**config.mk**
```make
export PLATFORM = sky130hd
export DESIGN_NAME = spi_byte_rx_flat
export DESIGN_NICKNAME = d
export VERILOG_FILES = /design/src/rtl/spi_byte_rx_if.sv /design/src/rtl/spi_byte_rx.sv /design/src/flat_wrapper.sv
export SDC_FILE = /design/constraint.sdc
export NUM_CORES = 1
export LEC_CHECK = 0
export CAP_MARGIN = 20
export CORE_MARGIN = 1.5
export CORE_UTILIZATION = 30
export DETAILED_ROUTE_END_ITERATION = 16
export PLACE_DENSITY = 0.57
export SLEW_MARGIN = 15
export SYNTH_ARGS = -nofsm -noshare
export SYNTH_HDL_FRONTEND = slang
export SYNTH_SLANG_ARGS = --single-unit
```
**constraint.sdc**
```tcl
create_clock -name clk -period 2.25 [get_ports clk]
set_input_delay 0.675 -clock clk [delete_from_list [all_inputs] [get_ports clk]]
set_output_delay 0.675 -clock clk [all_outputs]
set_load 0.02 [all_outputs]
```
**src/rtl/spi_byte_rx_if.sv**
```systemverilog
// Byte stream from the SPI receiver FIFO toward the command decoder.
// The producer drives data/valid; the consumer drives ready.
interface spi_byte_rx_if;
    logic [7:0] rx_data;
    logic       rx_valid;
    logic       rx_ready;

    modport master (output rx_data, output rx_valid, input rx_ready);
    modport slave  (input rx_data, input rx_valid, output rx_ready);
endinterface

```
**src/rtl/spi_byte_rx.sv**
```systemverilog
// SPI mode-0 slave receiver: synchronizes the Pi SPI pins, frames transfers on CS,
// assembles MSB-first bytes and buffers them in a small FIFO with valid/ready output.
module spi_byte_rx #(
    parameter int SYNC_STAGES = 2,
    parameter int FIFO_DEPTH  = 4
) (
    input  logic          clk,
    input  logic          reset_n,
    input  logic          pi_spi_sclk,
    input  logic          pi_spi_mosi,
    input  logic          pi_spi_cs_n,
    spi_byte_rx_if.master rx,
    output logic          frame_active,
    output logic          frame_done,
    output logic [7:0]    frame_bytes,
    output logic          overflow,
    input  logic          clear_ovf
);
    localparam int AW = $clog2(FIFO_DEPTH);
    localparam logic [AW:0] DEPTH_P = (AW+1)'(FIFO_DEPTH);

    typedef enum logic {IDLE, ACTIVE} state_t;

    logic [SYNC_STAGES-1:0] sclk_sync_q, sclk_sync_d;
    logic [SYNC_STAGES-1:0] mosi_sync_q, mosi_sync_d;
    logic [SYNC_STAGES-1:0] cs_sync_q, cs_sync_d;
    logic [SYNC_STAGES-1:0] fill_q, fill_d;
    logic                   sclk_prev_q, sclk_prev_d;
    logic                   cs_prev_q, cs_prev_d;
    state_t                 state_q, state_d;
    logic [2:0]             bit_cnt_q, bit_cnt_d;
    logic [7:0]             shift_q, shift_d;
    logic [7:0]             byte_q, byte_d;
    logic                   byte_done_q, byte_done_d;
    logic [7:0]             frame_bytes_q, frame_bytes_d;
    logic                   frame_done_q, frame_done_d;
    logic                   overflow_q, overflow_d;
    logic [7:0]             mem_q [FIFO_DEPTH];
    logic [7:0]             mem_d [FIFO_DEPTH];
    logic [AW:0]            wr_ptr_q, wr_ptr_d;
    logic [AW:0]            rd_ptr_q, rd_ptr_d;

    logic s_sclk, s_mosi, s_cs_n;
    logic sclk_rise, cs_fall, cs_rise;
    logic fifo_full, fifo_empty, push, pop;

    assign s_sclk = sclk_sync_q[SYNC_STAGES-1];
    assign s_mosi = mosi_sync_q[SYNC_STAGES-1];
    assign s_cs_n = cs_sync_q[SYNC_STAGES-1];

    assign sclk_rise = s_sclk & ~sclk_prev_q;
    assign cs_fall   = cs_prev_q & ~s_cs_n;
    assign cs_rise   = ~cs_prev_q & s_cs_n;

    // cs_prev only follows the pin once the chain holds real samples, so a CS held
    // low through reset exit cannot look like a falling edge.
    always_comb begin
        sclk_sync_d = {sclk_sync_q[SYNC_STAGES-2:0], pi_spi_sclk};
        mosi_sync_d = {mosi_sync_q[SYNC_STAGES-2:0], pi_spi_mosi};
        cs_sync_d   = {cs_sync_q[SYNC_STAGES-2:0], pi_spi_cs_n};
        fill_d      = {fill_q[SYNC_STAGES-2:0], 1'b1};
        sclk_prev_d = s_sclk;
        cs_prev_d   = fill_q[SYNC_STAGES-1] & s_cs_n;
    end

    always_ff @(posedge clk or negedge reset_n) begin
        if (!reset_n) begin
            state_q <= IDLE;
        end else begin
            state_q <= state_d;
        end
    end

    always_comb begin
        state_d = state_q;
        case (state_q)
            IDLE:    if (cs_fall) state_d = ACTIVE;
            ACTIVE:  if (cs_rise) state_d = IDLE;
            default: state_d = IDLE;
        endcase
    end

    always_comb begin
        frame_active = (state_q == ACTIVE);
    end

    always_comb begin
        bit_cnt_d     = bit_cnt_q;
        shift_d       = shift_q;
        byte_d        = byte_q;
        byte_done_d   = 1'b0;
        frame_bytes_d = frame_bytes_q;
        frame_done_d  = 1'b0;
        if (state_q == IDLE && cs_fall) begin
            bit_cnt_d     = 3'd0;
            shift_d       = 8'd0;
            frame_bytes_d = 8'd0;
        end
        // A bit arriving together with CS release still counts before the frame closes.
        if (state_q == ACTIVE) begin
            if (sclk_rise) begin
                shift_d   = {shift_q[6:0], s_mosi};
                bit_cnt_d = bit_cnt_q + 3'd1;
                if (bit_cnt_q == 3'd7) begin
                    byte_done_d = 1'b1;
                    byte_d      = {shift_q[6:0], s_mosi};
                    if (frame_bytes_q != 8'hFF) frame_bytes_d = frame_bytes_q + 8'd1;
                end
            end
            if (cs_rise) frame_done_d = 1'b1;
        end
    end

    assign fifo_empty = (wr_ptr_q == rd_ptr_q);
    assign fifo_full  = ((wr_ptr_q - rd_ptr_q) == DEPTH_P);
    assign push       = byte_done_q;
    assign pop        = ~fifo_empty & rx.rx_ready;

    always_comb begin
        mem_d      = mem_q;
        wr_ptr_d   = wr_ptr_q;
        rd_ptr_d   = rd_ptr_q;
        overflow_d = overflow_q;
        if (push && (!fifo_full || pop)) begin
            mem_d[wr_ptr_q[AW-1:0]] = byte_q;
            wr_ptr_d                = wr_ptr_q + 1'b1;
        end
        if (pop) rd_ptr_d = rd_ptr_q + 1'b1;
        if (clear_ovf) overflow_d = 1'b0;
        if (push && fifo_full && !pop) overflow_d = 1'b1;
    end

    always_ff @(posedge clk or negedge reset_n) begin
        if (!reset_n) begin
            sclk_sync_q   <= '0;
            mosi_sync_q   <= '0;
            cs_sync_q     <= '1;
            fill_q        <= '0;
            sclk_prev_q   <= 1'b0;
            cs_prev_q     <= 1'b0;
            bit_cnt_q     <= 3'd0;
            shift_q       <= 8'd0;
            byte_q        <= 8'd0;
            byte_done_q   <= 1'b0;
            frame_bytes_q <= 8'd0;
            frame_done_q  <= 1'b0;
            overflow_q    <= 1'b0;
            wr_ptr_q      <= '0;
            rd_ptr_q      <= '0;
            for (int i = 0; i < FIFO_DEPTH; i++) mem_q[i] <= 8'd0;
        end else begin
            sclk_sync_q   <= sclk_sync_d;
            mosi_sync_q   <= mosi_sync_d;
            cs_sync_q     <= cs_sync_d;
            fill_q        <= fill_d;
            sclk_prev_q   <= sclk_prev_d;
            cs_prev_q     <= cs_prev_d;
            bit_cnt_q     <= bit_cnt_d;
            shift_q       <= shift_d;
            byte_q        <= byte_d;
            byte_done_q   <= byte_done_d;
            frame_bytes_q <= frame_bytes_d;
            frame_done_q  <= frame_done_d;
            overflow_q    <= overflow_d;
            wr_ptr_q      <= wr_ptr_d;
            rd_ptr_q      <= rd_ptr_d;
            mem_q         <= mem_d;
        end
    end

    assign rx.rx_valid = ~fifo_empty;
    assign rx.rx_data  = mem_q[rd_ptr_q[AW-1:0]];
    assign frame_done  = frame_done_q;
    assign frame_bytes = frame_bytes_q;
    assign overflow    = overflow_q;
endmodule
```
**src/flat_wrapper.sv**
```systemverilog
// flat-port wrapper written by rule: the top's interface ports become plain ports
module spi_byte_rx_flat 
#(
    parameter int SYNC_STAGES = 2,
    parameter int FIFO_DEPTH  = 4
)
  (clk, reset_n, pi_spi_sclk, pi_spi_mosi, pi_spi_cs_n, frame_active, frame_done, frame_bytes, overflow, clear_ovf, rx_rx_data, rx_rx_valid, rx_rx_ready);
  spi_byte_rx_if rx_i ();
  input  logic clk;
  input  logic reset_n;
  input  logic pi_spi_sclk;
  input  logic pi_spi_mosi;
  input  logic pi_spi_cs_n;
  output logic frame_active;
  output logic frame_done;
  output logic [7:0] frame_bytes;
  output logic overflow;
  input  logic clear_ovf;
  output wire logic [$bits(rx_i.rx_data)-1:0] rx_rx_data;
  output wire logic [$bits(rx_i.rx_valid)-1:0] rx_rx_valid;
  input wire logic [$bits(rx_i.rx_ready)-1:0] rx_rx_ready;
  assign rx_rx_data = rx_i.rx_data;
  assign rx_rx_valid = rx_i.rx_valid;
  assign rx_i.rx_ready = rx_rx_ready;
  spi_byte_rx #(.SYNC_STAGES(SYNC_STAGES), .FIFO_DEPTH(FIFO_DEPTH)) u_core (.clk(clk), .reset_n(reset_n), .pi_spi_sclk(pi_spi_sclk), .pi_spi_mosi(pi_spi_mosi), .pi_spi_cs_n(pi_spi_cs_n), .rx(rx_i), .frame_active(frame_active), .frame_done(frame_done), .frame_bytes(frame_bytes), .overflow(overflow), .clear_ovf(clear_ovf));
endmodule
```
=== Word-level counts from Yosys, hierarchy flattened ===
Index checks and enable logic that the tools add are counted.

* $lt $le $gt $ge: 3
* Add/subtract/negate cells: 5
* Muxes and demuxes: 27
* Bitwise logic cells: 12
* Equal/unequal tests: 4
* Reduce and logical (&&, ||, !) cells: 10

{| class="wikitable"
|+ Operators by type and width
! cell !! count
|-
| two-way mux 8 bit || 11
|-
| bitwise mux 32 bit || 1
|-
| binary-select mux 8 bit (select 2 bit) || 1
|-
| demux 8 bit (select 2 bit) || 1
|-
| adder 3 x 1 -> 3 bit (second input constant) || 3
|-
| two-way mux 1 bit || 9
|-
| two-way mux 3 bit || 3
|-
| adder 8 x 1 -> 8 bit (second input constant) || 1
|-
| inequality test 8 bit (second input constant) || 1
|-
| == test 3 bit (second input constant) || 2
|-
| greater-or-equal comparator 3 bit (second input constant) || 2
|-
| inverter 2 -> 3 bit || 2
|-
| bitwise AND 1 bit || 5
|-
| logical AND 1 bit || 5
|-
| inverter 1 bit || 5
|-
| == test 3 bit || 1
|-
| < comparator 3 x 1 -> 1 bit (second input constant) || 1
|-
| AND reduction 3 bit || 1
|-
| subtractor 3 bit || 1
|-
| zero test 1 bit || 2
|-
| one-hot mux 1 bit (2 select lines) || 1
|-
| nonzero test 2 bit || 1
|-
| logical OR 1 bit || 1
|}

* Logic and storage cells: 81
* Output and inout port bits: 20
* Input bits: 7
* Register bits after elaboration: 79

=== Logic depth before layout (Yosys ltp) ===
* Word-level depth: 8
* Depth in mapped cells: 8
* Mapped depth without buffers: 7

=== Least setup slack after synthesis ===
Ideal clock, no wire load.

* Path type: register to register
* Start: register u_core.rd_ptr_q[1]
* End: register u_core.mem_q[10] (netlist bit)
* Stages on the path, launching flop included: 9
* Data arrival time: 2184 ps
* Path buffers: 2
* Path slack: -59 ps
* Required time: 2125 ps
* Library setup time: 125 ps
* Period minus slack after synthesis: 2309 ps
* Path through: dfrtp_1 clkbuf_1 inv_1 ha_1 nand2_1 and3b_1 buf_2 nor3_4 mux2_2

* Longest elaborated chain between the ends: 5
* Elaborated cells on any way between the ends: 8
* Classes of those cells: add/sub: 1; eq/ne: 2; bitwise: 2; reduce/logical: 3

{| class="wikitable"
|+ Ends and longest elaborated chain
! what !! RTL line !! source
|-
| from (decl) || spi_byte_rx.sv:41 || <nowiki>logic [AW:0] rd_ptr_q, rd_ptr_d;</nowiki>
|-
| from (signal assigned) || spi_byte_rx.sv:166 || <nowiki>rd_ptr_q <= rd_ptr_d;</nowiki>
|-
| subtractor 3 bit or == test 3 bit (tied branches) || spi_byte_rx.sv:115, spi_byte_rx.sv:114 ||
|-
| == test 3 bit or inverter 1 bit (tied branches) || spi_byte_rx.sv:115, spi_byte_rx.sv:117 ||
|-
| zero test 1 bit or bitwise AND 1 bit (tied branches) || spi_byte_rx.sv:124, spi_byte_rx.sv:117 ||
|-
| logical OR 1 bit (*) || spi_byte_rx.sv:124 || <nowiki>if (push && (!fifo_full || pop)) begin</nowiki>
|-
| logical AND 1 bit (*) || spi_byte_rx.sv:124 ||
|-
| to (signal assigned) || spi_byte_rx.sv:167 || <nowiki>mem_q <= mem_d;</nowiki>
|-
| to (decl) || spi_byte_rx.sv:38 || <nowiki>logic [7:0] mem_q [FIFO_DEPTH];</nowiki>
|}

Mark *: on every way between the ends. The rest lies on a longest branch, timed or not.
A chain may end at the register's enable or synchronous reset.

=== Final worst setup path ===
* Start: register u_core.rd_ptr_q[0]
* End: output port rx_rx_data[6]

* Longest elaborated chain between the ends: 4

{| class="wikitable"
|+ Ends and longest elaborated chain
! what !! RTL line !! source
|-
| inverter 2 -> 3 bit (not written as such) || spi_byte_rx.sv:172 || <nowiki>assign rx.rx_data = mem_q[rd_ptr_q[AW-1:0]];</nowiki>
|-
| binary-select mux 8 bit (select 2 bit) || spi_byte_rx.sv:172 ||
|-
| two-way mux 8 bit (not written as such) (2 in a row) || spi_byte_rx.sv:172 ||
|-
| to (decl) || flat_wrapper.sv:19 || <nowiki>output wire logic [$bits(rx_i.rx_data)-1:0] rx_rx_data;</nowiki>
|}

No other way between the ends. The select of a mux whose other input is x is not followed.

==> impl_table.tex <==
\begin{tabular}{lr}
\hline
Metric & Value \\
\hline
\multicolumn{2}{l}{\textbf{Logic synthesis}} \\
Syn avg cell area & $\sim$15 sq um \\
Cell area after synthesis & about 0.0033 sq mm \\
Register bit total from synthesis & 78 \\
Synth async-reset ratio & 100\% \\
Number of enable flip-flop cells after synthesis & 0 \\
Post-synthesis sequential area ratio & about three fifths \\
Synthesized instance count & about 230 \\
Warning count from the yosys run & 0 \\
Count of different cell masters after synthesis & 38 \\
Largest cells by area after synthesis & dfrtp\_1, mux2\_2, mux4\_2 \\
Commonest register cell after synthesis & dfrtp\_1 \\
Biggest area consumer among synthesized cells & dfrtp\_1 \\
Post-synthesis net count & 245 \\
Portion of synthesized cell area occupied by the leading cell type & a little under three fifths \\
\multicolumn{2}{l}{\textbf{Global routing}} \\
Combined global-route utilization of all metal layers & between 10\% and 20\% \\
Antenna violations before repair & 0 \\
Via count of the first global-routing pass & $\sim$2100 \\
Pin count of the biggest net entering global routing & 39 \\
Overflow left after global routing & 0 \\
First-pass GRT wire length & 10500 um \\
\multicolumn{2}{l}{\textbf{Pwr}} \\
Areal power density over the cells & between 700 and 800 mW/mm\^{}2 \\
Net switching share of the total power & 26.2\% \\
Peak VDD IR & between 0.7 and 0.8 mV \\
Relative contribution of sequential cells to total power & about 48\% \\
Clock network fraction of total power & 34.2\% \\
Switch Pwr & 830 uW \\
Comb power frac & 18.2\% \\
Leakage power & $\sim$0.0020 uW \\
Internal power & roughly 2300 uW \\
Sum of internal, switching and leakage power & roughly 3200 uW \\
\multicolumn{2}{l}{\textbf{Critical path}} \\
Number of buffers and inverters on the critical path & 2 \\
Reg2Reg Setup Slack & approximately 0.19 ns \\
Worst Path Max Fanout & 4 \\
Data required time at the worst endpoint & around 1.6 ns \\
Largest delay share family, worst path & multiplexers \\
Critical path data arrival time & between 1.5 and 2 ns \\
R2r startpoint & u\_core.rd\_ptr\_q[0]\$\_DFFE\_PN0P\_ \\
Worst Setup End Kind & output pin \\
Crit start category & flop \\
R2r worst-path depth & 6 \\
Ordered list of cells on the worst path & clkbuf\_16 > mux4\_2 > buf\_6 \\
End of the worst register-to-register path & u\_core.wr\_ptr\_q[1]\$\_DFFE\_PN0P\_ \\
Worst Setup Path Type & reg2out \\
Crit path largest cell delay & approximately 0.52 ns \\
Library cell contributing the largest single delay on the critical path & mux4\_2 \\
\multicolumn{2}{l}{\textbf{Timing}} \\
Upper clock frequency limit & $\sim$0.44 GHz \\
Post-route fraction of the period consumed by the critical path & 101\% \\
Count of endpoints failing hold in the final timing report & 0 \\
Clock skew after layout & between 0.006 and 0.007 ns \\
Normalized max-slew margin & between 50\% and 60\% \\
Worst-Margin Slew & between 0.6 and 0.7 ns \\
Setup repair after global routing missed its margin & yes \\
Minimum period implied by the final worst setup slack & between 2 and 2.5 ns \\
Post-layout worst setup margin & -0.0295 ns \\
Final setup vio count & 5 \\
Pins Over Slew Limit & 0 \\
\multicolumn{2}{l}{\textbf{Placement}} \\
Placed wire-length estimate after detailed placement & 4170 um \\
Port-buffer cells & 26 \\
GPL Wtd Cong & slightly above 0.8 \\
\multicolumn{2}{l}{\textbf{Cells and area}} \\
Synthesis-to-finish area growth & 26.2\% \\
Fraction of layout instances using a drive strength above 1 & 38.7\% \\
Net count, final & 296 \\
Utilization after layout & roughly 39\% \\
Area of all sequential standard cells & approximately 0.002 sq mm \\
Fill cell instance count of the final layout & between 1000 and 1500 \\
Footprint of the multi-input gates & 0.00135 sq mm \\
Number of antenna repair diodes & 0 \\
\multicolumn{2}{l}{\textbf{Floorplanning}} \\
Initial Utilization & roughly 30\% \\
Die W & between 100 and 150 um \\
Top Ports & 27 \\
Die H & 108 um \\
Row Count & 38 \\
Area enclosed by the die boundary & between 0.01 and 0.015 sq mm \\
Floorplan core area & 0.0108 sq mm \\
\multicolumn{2}{l}{\textbf{Outcome}} \\
Result of the run & complete, but fails checks \\
Failing checks & negative setup slack \\
\multicolumn{2}{l}{\textbf{Clock network}} \\
Clk\_lat worst skew & about 0.34 ns \\
Level count of the clock H-tree & 3 \\
Clock tree from TritonCTS & yes \\
Clock sinks & 78 \\
Clock-pin slew reported for the worst setup and hold paths after clock tree synthesis & 0.08 ns \\
Clk Tree Root Cell & clkbuf\_8 \\
Inserted Clock Buffers & 9 \\
Worst-case clock buffer depth & 2 \\
\multicolumn{2}{l}{\textbf{Route}} \\
Vias after detailed routing & 1976 \\
Starting DRT DRC Count & 76 \\
Remaining number of nets flagged by the antenna check after routing & 0 \\
Vias per inst & roughly 4.7 \\
Residual DRC & 0 \\
Final routed wire length divided by cell count & roughly 14 um \\
Total detailed-routing wirelength & 6110 um \\
Number of detailed-route iterations in the first pass & 4 \\
\multicolumn{2}{l}{\textbf{Hold path}} \\
Worst min-delay path class & in2async \\
\multicolumn{2}{l}{\textbf{Run}} \\
Number of max-capacitance violations reported & 0 \\
\hline
\end{tabular}
## registers in the layout (all words and copies together), names as in the netlist, 3 cells and up
register	cells
u_core.mem_q	32
u_core.bit_cnt_q	3
u_core.shift_q	7
u_core.rd_ptr_q	3
u_core.byte_q	8
u_core.wr_ptr_q	3
u_core.frame_bytes	8
## cell families (layout without fill, tap and decap cells)
kind of cell	after synthesis	in the layout	share of synthesized area (%)
AND/OR/NAND/NOR	44	44	8.89
other	1	1	0.112
buffers and inverters	13	69	1.50
AO/OA/AOI/OAI	23	23	5.06
multiplexers	52	52	20.2
flip-flops	78	78	58.6
XOR/XNOR	6	6	1.57
adder cells (fa/ha/maj)	11	11	4.05
## repair_timing
action / CTS / global route
setup buffers: 2 / 0
endpoints found under the setup margin: 41 / 42
hold buffers: 0 / 0
gates resized for setup: 56 / 4
pin swaps: 1 / 1
gates cloned: 1 / 0
## worst max path at each step
stage	startpoint	end	slack (ns)	depth (start not counted)
CTS	u_core.rd_ptr_q[0]$_DFFE_PN0P_	rx_rx_data[0]	-0.07	3
global placement	rx_rx_ready	u_core.mem_q[20]$_DFFE_PN0P_	-0.22	5
floorplan	u_core.rd_ptr_q[1]$_DFFE_PN0P_	u_core.mem_q[10]$_DFFE_PN0P_	0.07	8
global route	u_core.rd_ptr_q[0]$_DFFE_PN0P_	rx_rx_data[0]	-0.08	3
detailed placement	rx_rx_ready	u_core.mem_q[18]$_DFFE_PN0P_	-0.23	5
finish	u_core.rd_ptr_q[0]$_DFFE_PN0P_	rx_rx_data[6]	-0.03	3
## synthesized netlist by cell type, types with 2 or more instances
| master | instances |
|---|---|
| o21ai_0 | 4 |
| dfstp_2 | 2 |
| and3_1 | 2 |
| a22o_1 | 10 |
| a21oi_1 | 3 |
| clkbuf_1 | 3 |
| inv_1 | 8 |
| mux4_2 | 8 |
| ha_1 | 10 |
| nor3_1 | 3 |
| xnor2_1 | 5 |
| and2_1 | 2 |
| mux2_2 | 44 |
| nand2_1 | 11 |
| nand3_1 | 7 |
| nor3_4 | 4 |
| nor3b_1 | 3 |
| nor2_1 | 4 |
| dfrtp_1 | 76 |
## metal layers
layer / GRT usage, % / wire (um)
met2: 18.4 / 2890
met5: 0 / 0
met1: 15.4 / 2920
met3: 4.46 / 230
met4: 3.10 / 63
## placed cells by master (no fill, tap or decap), drive strengths merged, types with 2 or more instances in the layout
cell type / count
dfstp: 2
a22o: 10
dfrtp: 76
a21oi: 3
ha: 10
o21ai: 4
clkinvlp: 2
and2: 2
mux4: 8
nand2: 11
clkbuf: 13
clkdlybuf4s50: 16
mux2: 44
buf: 28
inv: 9
nor3: 7
xnor2: 5
nor2: 4
nand3: 7
and3: 2
nor3b: 3
## final cells by class
cell class              instances  area share [%]
flip-flops and latches         78            46.4
inverters                       8           0.713
clock inverters                 4            1.28
well taps                     140            4.16
multi-input cells             137            32.1
clock buffers                  12            3.68
repair buffers                 45            11.6
## power groups by stage
stage	Combinational, uW	Clock (uW)	Sequential [uW]
floorplan	303	0	1520
global placement	490	0	1530
finish	576	1080	1510
global route	632	1200	1520
detailed placement	495	0	1530
CTS	572	1130	1520
## stage by stage
stage / std cells / TNS (ns) / hold slack [ns] / area, sq um / worst slack, ns
2_1_floorplan: 228 / 0 / 0.331 / 3340 / 0.0740
3_3_place_gp: 405 / -7.46 / 0.333 / 3930 / -0.225
3_5_place_dp: 405 / -7.36 / 0.336 / 3930 / -0.227
4_1_cts: 424 / -0.383 / 0.207 / 4200 / -0.0720
5_1_grt: 424 / -0.492 / 0.207 / 4210 / -0.0792
6_report: 424 / -0.0456 / 0.215 / 4210 / -0.0295
(Power assumes the default switching activity.)
